<file path="config.mk">
export PLATFORM = sky130hd
export DESIGN_NAME = pipe_stage_reg
export DESIGN_NICKNAME = d
export VERILOG_FILES = /design/src/rtl/pipe_pkg.sv /design/src/rtl/pipe_slot.sv /design/src/rtl/pipe_stage_reg.sv
export SDC_FILE = /design/constraint.sdc
export NUM_CORES = 1
export LEC_CHECK = 0
export CAP_MARGIN = 30
export CORE_MARGIN = 5
export CORE_UTILIZATION = 41
export DETAILED_ROUTE_END_ITERATION = 7
export PLACE_DENSITY_LB_ADDON = 0.08
export SLEW_MARGIN = 20
export SYNTH_ARGS = -nofsm -noshare
export SYNTH_HDL_FRONTEND = slang
export SYNTH_SLANG_ARGS = --single-unit
</file>
<file path="constraint.sdc">
create_clock -name clk -period 2.4 [get_ports clk]
set_input_delay 0.36 -clock clk [delete_from_list [all_inputs] [get_ports clk]]
set_output_delay 0.36 -clock clk [all_outputs]
set_load 0.005 [all_outputs]
</file>
<file path="src/rtl/pipe_pkg.sv">
// Shared definitions for the CPU inter-stage pipeline registers: cause codes,
// default field widths and the slot-update priority encoding.
package pipe_pkg;

  localparam int DATA_W_DEF  = 32;
  localparam int PC_W_DEF    = 32;
  localparam int CAUSE_W_DEF = 5;
  localparam int CNT_W_DEF   = 16;

  localparam logic [4:0] CAUSE_NONE = 5'd0;
  localparam logic [4:0] CAUSE_INT  = 5'd0;
  localparam logic [4:0] CAUSE_ADEL = 5'd4;
  localparam logic [4:0] CAUSE_ADES = 5'd5;
  localparam logic [4:0] CAUSE_RI   = 5'd10;
  localparam logic [4:0] CAUSE_OV   = 5'd12;

  typedef enum logic [2:0] {
    EXC,
    STALL,
    FLUSH,
    HOLD,
    LOAD
  } slot_op_e;

  // Resolves the competing slot controls; earlier tests win.
  function automatic slot_op_e slot_op(input logic exc_flush,
                                       input logic stall,
                                       input logic flush,
                                       input logic backpressure);
    if (exc_flush)         return EXC;
    else if (stall)        return STALL;
    else if (flush)        return FLUSH;
    else if (backpressure) return HOLD;
    else                   return LOAD;
  endfunction

endpackage

</file>
<file path="src/rtl/pipe_slot.sv">
// One pipeline entry (valid, pc, payload, cause) with clear/load/hold control.
// Invalid entries are always stored with zero payload and cause.
module pipe_slot
  import pipe_pkg::*;
#(
  parameter int PC_W    = PC_W_DEF,
  parameter int DATA_W  = DATA_W_DEF,
  parameter int CAUSE_W = CAUSE_W_DEF
) (
  input  logic               clk,
  input  logic               rst,
  input  logic               clr,
  input  logic               load,
  input  logic               d_valid,
  input  logic [PC_W-1:0]    d_pc,
  input  logic [DATA_W-1:0]  d_data,
  input  logic [CAUSE_W-1:0] d_cause,
  output logic               q_valid,
  output logic [PC_W-1:0]    q_pc,
  output logic [DATA_W-1:0]  q_data,
  output logic [CAUSE_W-1:0] q_cause
);

  // A clear still captures the PC so an exception flush can keep it for EPC.
  always_ff @(posedge clk or negedge rst) begin
    if (!rst) begin
      q_valid <= 1'b0;
      q_pc    <= '0;
      q_data  <= '0;
      q_cause <= '0;
    end else if (clr) begin
      q_valid <= 1'b0;
      q_pc    <= d_pc;
      q_data  <= '0;
      q_cause <= '0;
    end else if (load) begin
      q_valid <= d_valid;
      q_pc    <= d_pc;
      q_data  <= d_valid ? d_data : '0;
      q_cause <= d_valid ? d_cause : '0;
    end
  end

endmodule

</file>
<file path="src/rtl/pipe_stage_reg.sv">
// Inter-stage pipeline register with flush/stall/backpressure priority and a
// saturating hold counter. Define PIPE_SKID_EN for a skid slot and registered in_ready.
module pipe_stage_reg
  import pipe_pkg::*;
#(
  parameter int DATA_W  = DATA_W_DEF,
  parameter int PC_W    = PC_W_DEF,
  parameter int CAUSE_W = CAUSE_W_DEF,
  parameter int CNT_W   = CNT_W_DEF
) (
  input  logic               clk,
  input  logic               rst,
  input  logic               in_valid,
  output logic               in_ready,
  input  logic [PC_W-1:0]    in_pc,
  input  logic [DATA_W-1:0]  in_data,
  input  logic [CAUSE_W-1:0] in_cause,
  input  logic               stall,
  input  logic               flush,
  input  logic               exc_flush,
  output logic               out_valid,
  input  logic               out_ready,
  output logic [PC_W-1:0]    out_pc,
  output logic [DATA_W-1:0]  out_data,
  output logic [CAUSE_W-1:0] out_cause,
  input  logic               cnt_clr,
  output logic [CNT_W-1:0]   hold_cnt
);

  slot_op_e           op;
  logic               holding;
  logic               m_valid;
  logic [PC_W-1:0]    m_pc;
  logic [DATA_W-1:0]  m_data;
  logic [CAUSE_W-1:0] m_cause;

  always_comb begin
    op      = slot_op(exc_flush, stall, flush, out_valid && !out_ready);
    holding = (op == STALL) || (op == HOLD);
  end

`ifdef PIPE_SKID_EN
  logic               ready_q;
  logic               in_fire;
  logic               use_skid;
  logic               skid_valid;
  logic [PC_W-1:0]    skid_pc;
  logic [DATA_W-1:0]  skid_data;
  logic [CAUSE_W-1:0] skid_cause;

  // ready_q keeps in_ready low until the first edge after reset release.
  always_ff @(posedge clk or negedge rst) begin
    if (!rst) ready_q <= 1'b0;
    else      ready_q <= 1'b1;
  end

  assign in_ready = ready_q && !skid_valid;
  assign in_fire  = in_valid && in_ready;
  assign use_skid = skid_valid && (op == LOAD);
  assign m_valid  = use_skid ? 1'b1 : in_fire;
  assign m_pc     = use_skid ? skid_pc : in_pc;
  assign m_data   = use_skid ? skid_data : in_data;
  assign m_cause  = use_skid ? skid_cause : in_cause;

  // The skid empties on any non-holding edge: flushed, or handed to the main slot.
  pipe_slot #(
    .PC_W   (PC_W),
    .DATA_W (DATA_W),
    .CAUSE_W(CAUSE_W)
  ) u_skid (
    .clk    (clk),
    .rst    (rst),
    .clr    (!holding),
    .load   (in_fire && holding),
    .d_valid(in_valid),
    .d_pc   (in_pc),
    .d_data (in_data),
    .d_cause(in_cause),
    .q_valid(skid_valid),
    .q_pc   (skid_pc),
    .q_data (skid_data),
    .q_cause(skid_cause)
  );
`else
  assign in_ready = !stall && (!out_valid || out_ready);
  assign m_valid  = in_valid;
  assign m_pc     = in_pc;
  assign m_data   = in_data;
  assign m_cause  = in_cause;
`endif

  pipe_slot #(
    .PC_W   (PC_W),
    .DATA_W (DATA_W),
    .CAUSE_W(CAUSE_W)
  ) u_main (
    .clk    (clk),
    .rst    (rst),
    .clr    ((op == EXC) || (op == FLUSH)),
    .load   (op == LOAD),
    .d_valid(m_valid),
    .d_pc   (m_pc),
    .d_data (m_data),
    .d_cause(m_cause),
    .q_valid(out_valid),
    .q_pc   (out_pc),
    .q_data (out_data),
    .q_cause(out_cause)
  );

  // Counts cycles a valid entry sits still; clear beats increment, never wraps.
  always_ff @(posedge clk or negedge rst) begin
    if (!rst) begin
      hold_cnt <= '0;
    end else if (cnt_clr) begin
      hold_cnt <= '0;
    end else if (out_valid && holding && (hold_cnt != '1)) begin
      hold_cnt <= hold_cnt + CNT_W'(1);
    end
  end

endmodule

</file>
## Word level (Yosys, flattened, before mapping)

Cells that the tools add are included.

| word-level totals | value |
|---|---|
| register bits after elaboration | 86 |
| latch bits | 0 |
| bits in writable memories | 0 |
| ROM bits | 0 |
| input port bits | 77 |
| output and inout port bits | 87 |
| word-level logic and storage cells | 40 |
| memories | 0 |

| operators by class | value |
|---|---|
| add/subtract/negate cells | 1 |
| multipliers | 0 |
| div/mod/pow operators | 0 |
| magnitude comparators | 0 |
| equality and inequality tests | 5 |
| shift operators | 0 |
| mux-type cells | 16 |
| bitwise logic cells | 0 |
| reduce and logical (&&, ||, !) cells | 13 |

Operators by type and width:

| cell | count |
|---|---|
| $mux W32 | 5 |
| $mux W16 | 2 |
| $add A16 B1 Y16 const B | 1 |
| $ne A16 B16 Y1 const B | 1 |
| $mux W5 | 3 |
| $mux W3 | 4 |
| $eq A3 B2 Y1 const B | 2 |
| $logic_and A1 B1 Y1 | 4 |
| $reduce_bool A2 Y1 | 2 |
| $eq A3 B1 Y1 const B | 1 |
| $eq A3 B3 Y1 const B | 1 |
| $logic_not A1 Y1 | 3 |
| $logic_not A3 Y1 | 1 |
| $logic_or A1 B1 Y1 | 3 |
| $mux W1 | 2 |

## Logic depth before layout (Yosys ltp)

Gate-level depths: netlist of run 1.

| depth | value |
|---|---|
| word-level depth | 12 |
| gate-level depth with buffers | 7 |
| mapped depth without buffers | 6 |

## By module

A second synthesis of run 1 with hierarchy kept.

| unflattened totals | value |
|---|---|
| cell total of the unflattened synthesis | 264 |
| area total of the unflattened synthesis | 3657.3 um2 |

By module, submodules not included:

| module | instances | cells each | area each (um2) |
|---|---|---|---|
| pipe_slot | 1 | 160 | 2613.8 |
| pipe_stage_reg | 1 | 104 | 1043.5 |

## Worst setup path after synthesis of run 1

Ideal clock, no wire load.

| timing path | value |
|---|---|
| kind | register to register |
| from | reg hold_cnt[0] |
| to | reg hold_cnt[15] |
| library setup time | 0.125 ns |
| arrival | 1.685 ns |
| setup slack | 0.590 ns |
| cell stages (with the launch flop) | 7 |
| buffers on the path | 1 |
| clock period less this slack | 1.810 ns |
| cells stage by stage | dfrtp_1 -> ha_1 -> and3_1 -> buf_2 -> a21o_4 -> nor4_2 -> mux2_4 |

| between the ends | value |
|---|---|
| word-level cells in the longest chain between the ends | 3 |

RTL lines:

| item | RTL line | text |
|---|---|---|
| start: declaration | pipe_stage_reg.sv:27 | `output logic [CNT_W-1:0] hold_cnt` |
| start signal: assignment | pipe_stage_reg.sv:118 | `hold_cnt <= hold_cnt + CNT_W'(1);` |
| $add A16 B1 Y16 or $ne A16 B16 Y1 (tied branches) | pipe_stage_reg.sv:118, pipe_stage_reg.sv:117 |  |
| $mux W16 or $logic_and A1 B1 Y1 (tied branches) | pipe_stage_reg.sv:117 | `end else if (out_valid && holding && (hold_cnt != '1)) begin` |
| $mux W16 or $reduce_bool A2 Y1 (tied branches) | - |  |

Several ways; a longest one is shown, not always the timed one. The select of a mux whose other input is x is not followed.
A chain may end at the register's enable or synchronous reset.

## Worst setup path in the final report of run 1

| timing path | value |
|---|---|
| from | in out_ready |
| to | out in_ready |

| between the ends | value |
|---|---|
| word-level cells in the longest chain between the ends | 2 |

RTL lines:

| item | RTL line | text |
|---|---|---|
| start: declaration | pipe_stage_reg.sv:22 | `input logic out_ready,` |
| $logic_or A1 B1 Y1 | pipe_stage_reg.sv:85 | `assign in_ready = !stall && (!out_valid \|\| out_ready);` |
| $logic_and A1 B1 Y1 | pipe_stage_reg.sv:85 |  |
| end: declaration | pipe_stage_reg.sv:14 | `output logic in_ready,` |

No other way between the ends.

==> summary.md, run 1 <==
| Metric | Value |
|---|---|
| Clock transition at path regs | around 0.090 ns |
| Htree depth | 3 |
| Hold Crit Start | u_main.q_data[10] |
| Antenna Cells | 0 |
| Fin. max-slew vios | 0 |
| Worst Path Required | 2.04 ns |
| DP Cell Count | a little over 500 |
| 1st-iter DRT viols | slightly below 100 |
| Fmax | 504 MHz |
| Layout cell share with drive strength beyond 1 | 0.162 |
| Worst R2R Start | hold_cnt[0] |
| Nets | 498 |
| Post-Synthesis Cells | between 200 and 300 |
| Clock Tree Root | clkbuf_8 |
| Detailed-route via count | between 2000 and 3000 |
| DRT Pass-1 Iters | 4 |
| Data arrival time of the worst path | 1.63 ns |
| WS Path Type | in -> out |
| Initial Util | 0.419 |
| RePlAce Congestion | roughly 0.8 |
| Class of the tightest hold or removal check | reg -> reg |
| Crit start category | primary input |
| Post-synthesis sequential area ratio | 0.629 |
| Routed len/inst | 16.7 um |
| Switching Fraction | 0.224 |
| Clock sink count | 86 |
| Final hold viol count | 0 |
| Total wire length | 8880 um |
| Finished Cell Area | 5460 sq um |
| Vias per Instance | 4.98 |
| Number of cell rows | 33 |
| Fin crit share | 0.828 |
| Netlist cell types | 34 |
| Die footprint | 10300 sq um |
| Area Overhead vs Synth | 59.6% |
| PostCTS Resize Cnt | 0 |
| Core ar. | 8180 sq um |
| Fillers | 639 |
| Peak VDD IR | roughly 0.00039 V |
| PortBufs | 163 |
| Switch Pwr | ~0.7 mW |
| First-pass GRT wire length | 14400 um |
| Most frequent cells in the layout | clkdlybuf4s50_1 (162), dfrtp_1 (86), a22o_1 (37) |
| Register bit total from synthesis | 86 |
| Fin Setup TNS | 0 ns |
| Num CTS Buffers | 9 |
| Clk Latency, worst-skew pair | 0.35 ns |
| Synth warn | 0 |
| Min Clock Period, post-route | 1.99 ns |
| RSZ-0062 raised after global routing | false |
| Post-DP HPWL | 6360 um |
| Number of global-route vias before repair | 2744 |
| Int Power | 2.45 mW |
| Normalized max-slew margin | 0.645 |
| Reg power frac | 0.489 |
| Final ANT Viol Nets | 0 |
| Clock Path Buffers | 2 |
| Max Cap Viol | 0 |
| Crit. Startpoint | out_ready |
| Die H | approximately 100 um |
| Syn Nets | 330 |
| Clock Skews | between 0.015 and 0.02 ns |
| DRC viols | 0 |
| PD cells | 577 nW/um^2 |
| Status | completed |
| Cell Area, Synth | between 3000 and 4000 sq um |
| Gr ovfl total | 0 |
| Die span in x | 101 um |
| Worst-Margin Slew | around 0.53 ns |
| Non-filler instance count after layout | 530 |
| Most common cell after layout, fill and taps aside | clkdlybuf4s50_1 |
| Final count of negative-setup-slack endpoints | 0 |
| CTS tree | done |
| Total global routing track utilization | 0.179 |
| Crit path max fanout | 2 |
| Placed instance area | 5210 sq um |
| Leak pwr | 2.30 nW |
| IO Count | 164 |
| Syn Area/Cell | 13.6 sq um |
| Initial antenna violation count | 0 |
| Clock share of power | 0.380 |
| Worst setup EP type | primary output |
| Total setup buffers inserted after CTS | 0 |
| Largest net degree at the start of global routing | 70 |
| Comb pwr share | 0.131 |
state kept, by name (all words and copies together), names as in the netlist:
register and count:
u_main.q_cause 5, u_main.q_pc 32, u_main.q_data 32, hold_cnt 16, u_main.q_valid 1
worst max-delay path, stage by stage:
cell,delay [ns]
clkdlybuf4s50_1,0.49
inv_1,0.06
a21oi_1,0.19
clkdlybuf4s50_1,0.53
per-stage QoR:
stage / power (mW) / util / hold slack, ns / worst slack [ns]
finish: 3.15 / 0.668 / 0.510 / 0.414
global placement: 1.98 / 0.638 / 0.379 / 0.161
floorplan: 1.67 / - / 0.0644 / 0.590
global route: 3.31 / 0.668 / 0.525 / 0.250
CTS: 3.20 / 0.668 / 0.514 / 0.411
detailed placement: 1.99 / 0.638 / 0.388 / 0.0860
Yosys cell counts (all sizes together):
| cell | n | area (sq um) |
|---|---|---|
| inv | 2 | 7.51 |
| a21oi | 7 | 35.0 |
| clkbuf | 8 | 30.0 |
| and2b | 1 | 7.51 |
| and3 | 3 | 18.8 |
| a21o | 1 | 15.0 |
| or3 | 3 | 22.5 |
| a2111oi | 1 | 15.0 |
| nor3 | 3 | 15.0 |
| nand2 | 7 | 26.3 |
| nand2b | 1 | 6.26 |
| a211oi | 1 | 7.51 |
| xnor2 | 9 | 78.8 |
| mux2i | 1 | 10.0 |
| a22o | 37 | 324 |
| or2 | 2 | 15.0 |
| nand3 | 6 | 35.0 |
| o21ai | 3 | 15.0 |
| o21bai | 1 | 7.51 |
| mux2 | 34 | 387 |
| a31oi | 1 | 6.26 |
| nand4 | 4 | 25.0 |
| nor2b | 2 | 12.5 |
| nor2 | 17 | 63.8 |
| nor4 | 4 | 46.3 |
| dfrtp | 86 | 2150 |
| ha | 1 | 12.5 |
| buf | 6 | 26.3 |
path summary, 6_finish.rpt:
check / to / slack [ns] / cells after the start
max: in_ready / 0.41 / 4
min: u_main.q_data[10] / 0.51 / 1
max reg2reg: hold_cnt[4] / 0.41 / 5
min reg2reg: u_main.q_data[10] / 0.51 / 1
max in group asynchronous: u_main.q_data[18] / 1.28 / 3
min in group asynchronous: hold_cnt[8] / 0.52 / 2
cells by family (layout without fill, tap and decap cells):
kind of cell,Yosys count,count (layout),share of synthesized area
buf+inv,16,189,0.0186
mux,35,35,0.116
compound gates,52,52,0.124
fa+ha+maj,1,1,0.00365
flops,86,86,0.629
xor+xnor,9,9,0.0230
simple gates,53,53,0.0859
routing by layer:
metal  GRT usage  routed length (um)  part of all wire
met1       0.238                3810              0.43
met2       0.262                4040              0.45
met3      0.0806                 952              0.11
met4      0.0613                  77            0.0087
met5           0                   0                 0
power groups by stage:
stage               clock, mW  combinational (mW)  sequential (mW)
finish                   1.20               0.414             1.54
global route             1.31               0.450             1.55
CTS                      1.23               0.424             1.54
detailed placement          0               0.421             1.57
global placement            0               0.417             1.57
floorplan                   0              0.0964             1.57
area by class of cell:
class	count	area [sq um]	area share
Clock buffer	11	151	0.0277
Clock inverter	5	88.8	0.0163
Inverter	2	7.51	0.00137
Multi-Input combinational cell	150	1210	0.222
Sequential cell	86	2150	0.394
Tap cell	105	131	0.0240
Timing Repair Buffer	171	1720	0.314
repair_timing:
action,in CTS,in global routing
endpoints found under the setup margin,0,0
endpoints found under the hold margin,5,0
hold buffers,1,0
Power figures use the tool's default switching activity.
==> run 2, diff against run 1 <==
==> constraint.sdc (replaced) <==
create_clock -name clk -period 2 [get_ports clk]
set_input_delay 0.3 -clock clk [delete_from_list [all_inputs] [get_ports clk]]
set_output_delay 0.3 -clock clk [all_outputs]
set_load 0.005 [all_outputs]
==> run 2 against run 1 <==
Against the previous run: die area is the same; worst setup slack got worse by 0.32 ns; cell area increased by 0.66%; non-clock buffer count rose by 6; largest cell class unchanged.
==> summary.md, run 2 (synthesized netlist as in run 1, its figures left out) <==
| Metric | Value |
|---|---|
| Status | completed |
| Detailed-route via count | 2712 (+2.7%) |
| Clock Tree Root | clkbuf_8 |
| Metal1 wirelength | 3900 um (+2.4%) |
| Htree depth | 3 (unchanged) |
| Class of the tightest hold or removal check | in -> async |
| Routed len/inst | 16.8 um (+0.56%) |
| Int Power | 2.78 mW (+13%) |
| Worst setup EP type | flop |
| Min Clock Period, post-route | ~1.9 ns |
| Fmax | 524 MHz |
| Clock Skews | 0.00742 ns (-0.00765 ns) |
| Seq. cell area | 2150 sq um (unchanged) |
| Vias per Instance | 5.06 (+1.6%) |
| WS Path Type | reg -> reg |
| DRC viols | 0 (unchanged) |
| Number of cell rows | 33 (unchanged) |
| Gr ovfl total | 0 (unchanged) |
| Final hold viol count | 0 (unchanged) |
| Fin Setup TNS | 0 ns (unchanged) |
| Total global routing track utilization | 0.179 (about the same) |
| Largest regs | u_main.q_data (32), u_main.q_pc (32), hold_cnt (16) |
| Die footprint | 10300 sq um (unchanged) |
| Met3 routed wirelength | 878 um (-7.8%) |
| Number of global-route vias before repair | 2794 (+1.8%) |
| Non-filler instance count after layout | 536 (+1.1%) |
| PD cells | 656 nW/um^2 (+14%) |
| Clock transition at path regs | 0.09 ns (about the same) |
| Layout cell share with drive strength beyond 1 | 0.181 (+0.0186) |
| Clock share of power | 0.346 (-0.034) |
| Final ANT Viol Nets | 0 (unchanged) |
| Crit start category | flop |
| IO Count | 164 (unchanged) |
| Crit. Startpoint | hold_cnt[0] |
| Crit path max fanout | 6 (+4) |
| Comb pwr share | 0.141 (+0.010) |
| Area Overhead vs Synth | 60.6% |
| Met2 WL | 4160 um (+3.0%) |
| Worst-Margin Slew | 0.548 ns (+0.0150 ns) |
| Final count of negative-setup-slack endpoints | 0 (unchanged) |
| Reg power frac | 0.513 (+0.024) |
| Num CTS Buffers | 9 (unchanged) |
| Nets | 504 (+1.2%) |
| R2r endpoint | hold_cnt[15] |
| Data arrival time of the worst path | 2.14 ns (+0.51 ns) |
| PortBufs | 163 (unchanged) |
| Leak pwr | 2.32 nW (+0.56%) |
| Switching Fraction | 0.230 (+0.00646) |
| Normalized max-slew margin | 0.634 (-0.0111) |
| Final core occ | 0.673 (+0.00444) |
| Worst hold margin | 0.414 ns (-0.0957 ns) |
| Fillers | 650 (+1.7%) |
| Fin. max-slew vios | 0 (unchanged) |
| Clock Path Buffers | 2 (unchanged) |
| Clock sink count | 86 (unchanged) |
| Most common cell after layout, fill and taps aside | clkdlybuf4s50_1 |
| Initial antenna violation count | 0 (unchanged) |
| Finished Cell Area | 5500 sq um (+0.66%) |
| Total wire length | 9030 um (+1.7%) |
| Core ar. | 8180 sq um (unchanged) |
| DP Cell Count | 519 (+1.2%) |
| 1st-iter DRT viols | 66 (-32%) |
| Reg2reg path depth | 5 (unchanged) |
| Placed instance area | 5270 sq um (+1.1%) |
| Clk Latency, worst-skew pair | 0.35 ns (about the same) |
| Multi-input logic area | 1230 sq um (+1.0%) |
| Initial Util | 0.419 (unchanged) |
| Worst Path Required | 2.24 ns (+0.20 ns) |
| Die span in x | 101 um (unchanged) |
| Max layer used | met4 |
| Peak VDD IR | 0.000335 V (-13%) |
| Most frequent cells in the layout | clkdlybuf4s50_1 (162), dfrtp_1 (86), a22o_1 (37) |
| R2R setup slack | 0.09 ns (-0.32 ns) |
| First-pass GRT wire length | 14300 um (-0.48%) |
| Antenna Cells | 0 (unchanged) |
| Worst R2R Start | hold_cnt[0] |
| DRT Pass-1 Iters | 4 (unchanged) |
| RSZ-0062 raised after global routing | false |
| Largest net degree at the start of global routing | 41 (-41%) |
| Fin crit share | 0.955 |
| RePlAce Congestion | 0.794 (+0.35%) |
| CTS tree | done |
| Max Cap Viol | 0 (unchanged) |
| Post-DP HPWL | 6650 um (+4.6%) |
| Switch Pwr | 0.831 mW (+18%) |
| Die H | 101 um (unchanged) |
-- run 2: worst max path at each step --
stage                     cells past startpoint  slack [ns]            to
after global placement                        6       -0.05  hold_cnt[15]
after CTS                                     6        0.04  hold_cnt[12]
after floorplan                               6        0.19  hold_cnt[15]
after global routing                          5       0.007  hold_cnt[15]
after detailed placement                      6       -0.09  hold_cnt[15]
final                                         5        0.09  hold_cnt[15]
-- run 2: metrics by stage --
stage / power, mW / setup slack (ns)
3_5_place_dp: 2.40 / -0.0870
5_1_grt: 3.77 / 0.00712
6_report: 3.61 / 0.0909
4_1_cts: 3.66 / 0.0436
3_3_place_gp: 2.39 / -0.0506
2_1_floorplan: 2.01 / 0.190
-- run 2: timing repair --
item / CTS / global route
setup endpoints to repair: 0 / 5
setup buffers: 0 / 0
hold endpoints to repair: 27 / 0
hold buffers: 1 / 0
resized for setup: 0 / 3
-- run 2: layout make-up --
| type | instances | share of cell area |
|---|---|---|
| flip-flops and latches | 86 | 0.391 |
| clock inverters | 6 | 0.0125 |
| repair buffers | 177 | 0.323 |
| clock buffers | 10 | 0.0250 |
| multi-input cells | 150 | 0.223 |
| inverters | 2 | 0.00137 |
| well taps | 105 | 0.0239 |
-- run 2: power groups by stage --
stage               logic, mW  registers, mW  clock network [mW]
floorplan               0.116           1.89                   0
global placement        0.508           1.88                   0
detailed placement      0.514           1.88                   0
CTS                     0.517           1.85                1.29
global route            0.549           1.86                1.36
finish                  0.507           1.85                1.25
-- run 2: worst max-delay path, stage by stage, from the launching register on --
cell     delay [ns]
dfrtp_1        0.43
ha_1           0.25
and3_2         0.28
a21o_4         0.24
nor4_2         0.28
mux2_4         0.33
-- run 2: layer usage --
metal,vias up,global-route usage
met1,1337,0.250
met4,0,0.0613
li1,1262,-
met2,105,0.256
met3,8,0.0696
met5,-,0
==> run 3, diff against run 2 <==
--- a/config.mk
+++ b/config.mk
@@ -9,7 +9,7 @@
 export CORE_MARGIN = 5
 export CORE_UTILIZATION = 41
 export DETAILED_ROUTE_END_ITERATION = 7
-export PLACE_DENSITY_LB_ADDON = 0.08
+export PLACE_DENSITY = 0.9
 export SLEW_MARGIN = 20
 export SYNTH_ARGS = -nofsm -noshare
 export SYNTH_HDL_FRONTEND = slang
==> run 3 against run 2 <==
Against the previous run: cell count fell by 0.37%; via count up 1.4%; clock power shrank 8%; cell area shrank 0.34%; highest routed layer unchanged; hold slack better by 0.020 ns; critical path depth is the same; maximum frequency hardly changed; core utilization is 0.23 points lower.
==> summary.md, run 3 (synthesized netlist as in run 1, its figures left out) <==
| Metric | Value |
|---|---|
| Status | completed |
| Most frequent cells in the layout | clkdlybuf4s50_1 (162), dfrtp_1 (86), a22o_1 (37) |
| CP top delay family | simple AND/OR/NAND/NOR gates |
| IO Count | 164 (unchanged) |
| WS Path Type | reg -> reg |
| Int Power | 2.66 mW (-4.1%) |
| Worst setup EP type | flop |
| Clk Latency, worst-skew pair | 0.34 ns (about the same) |
| Num CTS Buffers | 9 (unchanged) |
| Clock Skews | 0.0174 ns (+0.00998 ns) |
| DRC viols | 0 (unchanged) |
| Min Clock Period, post-route | 1.91 ns (-0.000893 ns) |
| Layout cell share with drive strength beyond 1 | 0.175 (-0.00615) |
| First-pass GRT wire length | 14600 um (+2.2%) |
| Switching Fraction | 0.242 (+0.0118) |
| Routed len/inst | 17.3 um (+2.7%) |
| Detailed-route via count | 2750 (+1.4%) |
| Comb pwr share | 0.146 (+0.005) |
| Vias per Instance | 5.15 (+1.8%) |
| Crit path max fanout | 6 (unchanged) |
| Largest regs | u_main.q_data (32), u_main.q_pc (32), hold_cnt (16) |
| Total setup buffers inserted after CTS | 0 (unchanged) |
| Clock share of power | 0.327 (-0.019) |
| Worst-Margin Slew | 0.432 ns (-0.116 ns) |
| Clock Tree Root | clkbuf_8 |
| Normalized max-slew margin | 0.712 (+0.0783) |
| Core ar. | 8180 sq um (unchanged) |
| Switch Pwr | 0.851 mW (+2.3%) |
| Peak VDD IR | 0.000374 V (+12%) |
| Most common cell after layout, fill and taps aside | clkdlybuf4s50_1 |
| Leak pwr | 2.30 nW (-0.61%) |
| Gr ovfl total | 0 (unchanged) |
| Slowest CP cell | dfrtp_1 |
| Number of cell rows | 33 (unchanged) |
| Fin crit share | 0.954 (about the same) |
| Nets | 502 (-0.40%) |
| Fmax | 524 MHz (about the same) |
| DRT Pass-1 Iters | 4 (unchanged) |
| Area Overhead vs Synth | 60.1% |
| Ordered list of cells on the worst path | ha_1 > and3_1 > a21o_4 > nor4_2 > mux2_4 |
| CP bufs+invs | 0 (unchanged) |
| Die span in x | 101 um (unchanged) |
| Crit start category | flop |
| Htree depth | 3 (unchanged) |
| Class of the tightest hold or removal check | in -> async |
| Clock Path Buffers | 2 (unchanged) |
| Antenna Cells | 0 (unchanged) |
| Largest net degree at the start of global routing | 56 (+37%) |
| Initial antenna violation count | 0 (unchanged) |
| Die footprint | 10300 sq um (unchanged) |
| PortBufs | 163 (unchanged) |
| Max Cap Viol | 0 (unchanged) |
| PnR Total Power | 3.51 mW (-2.6%) |
| Final hold viol count | 0 (unchanged) |
| Total global routing track utilization | 0.180 (+0.000981) |
| Fin. max-slew vios | 0 (unchanged) |
| Reg power frac | 0.527 (+0.014) |
| Final core occ | 0.670 (-0.00229) |
| Post-DP HPWL | 6900 um (+3.7%) |
| Final count of negative-setup-slack endpoints | 0 (unchanged) |
| Data arrival time of the worst path | 2.14 ns (about the same) |
| Number of global-route vias before repair | 2951 (+5.6%) |
| Clock transition at path regs | 0.09 ns (about the same) |
| 1st-iter DRT viols | 54 (-18%) |
| Initial Util | 0.419 (unchanged) |
| Fillers | 602 (-7.4%) |
| Final ANT Viol Nets | 0 (unchanged) |
| RePlAce Congestion | 0.846 (+6.6%) |
| PD cells | 641 nW/um^2 (-2.3%) |
| Crit-path max cell delay | 0.43 ns (about the same) |
| Die H | 101 um (unchanged) |
| Worst Path Required | 2.23 ns (about the same) |
| Worst hold margin | 0.434 ns (+0.0198 ns) |
| CTS tree | done |
| Clock sink count | 86 (unchanged) |
| Total wire length | 9240 um (+2.4%) |
| Fin Setup TNS | 0 ns (unchanged) |
## run 3: cell types whose count changed in the layout (fill, tap and decap cells not counted), sizes merged
cell / before / now
clkinv: 2 / 3
bufinv: 1 / 0
buf: 14 / 12
## run 3: final timing paths
check	start	end	slack (ns)	cells past startpoint
worst min-delay path	rst	hold_cnt[7]	0.43	2
max in group asynchronous	rst	u_main.q_pc[3]	0.94	3
worst max register to register	hold_cnt[0]	hold_cnt[15]	0.09	5
worst max-delay path	hold_cnt[0]	hold_cnt[15]	0.09	5
min in group clk	u_main.q_data[30]	u_main.q_data[30]	0.51	1
worst min register to register	u_main.q_data[30]	u_main.q_data[30]	0.51	1
## run 3: area by class of cell
| type | instances | area [sq um] | share of cell area |
|---|---|---|---|
| inverter | 2 | 7.51 | 0.00137 |
| clock inverter | 6 | 53.8 | 0.00982 |
| tap | 105 | 131 | 0.0240 |
| multi-input combinational | 150 | 1230 | 0.224 |
| sequential | 86 | 2150 | 0.393 |
| timing repair buffer | 175 | 1770 | 0.323 |
| clock buffer | 10 | 138 | 0.0251 |
## run 3: worst register-to-register path, stage by stage (launching register included)
cell	delay (ns)
dfrtp_1	0.43
ha_1	0.25
and3_1	0.28
a21o_4	0.26
nor4_2	0.27
mux2_4	0.33
## run 3: stage by stage
step           setup WS [ns]  cell area (sq um)  instances
2_1_floorplan          0.190               3420        252
3_3_place_gp         -0.0528               5270        517
3_5_place_dp          -0.120               5270        517
4_1_cts               0.0789               5470        534
5_1_grt              -0.0157               5480        534
6_report              0.0918               5480        534
## run 3: timing repair
item | in CTS | in global routing
hold buffers | 1 | 0
setup endpoints to repair | 0 | 4
endpoints found under the hold margin | 31 | 0
resized for setup | 0 | 2
## run 3: power by group through the flow
stage	registers, mW	clock network, mW	logic, mW
finish	1.85	1.15	0.512
global route	1.86	1.27	0.552
CTS	1.85	1.19	0.522
detailed placement	1.89	0	0.518
global placement	1.88	0	0.505
floorplan	1.89	0	0.116
## run 3: per-layer routing
layer / GRT usage / wire length [um] / vias to the layer above / part of all wire
met5: 0 / 0 / - / 0
met4: 0.0470 / 64 / 0 / 0.0069
met3: 0.0709 / 955 / 10 / 0.10
met2: 0.300 / 4670 / 120 / 0.51
met1: 0.219 / 3550 / 1361 / 0.38
li1: - / - / 1259 / -
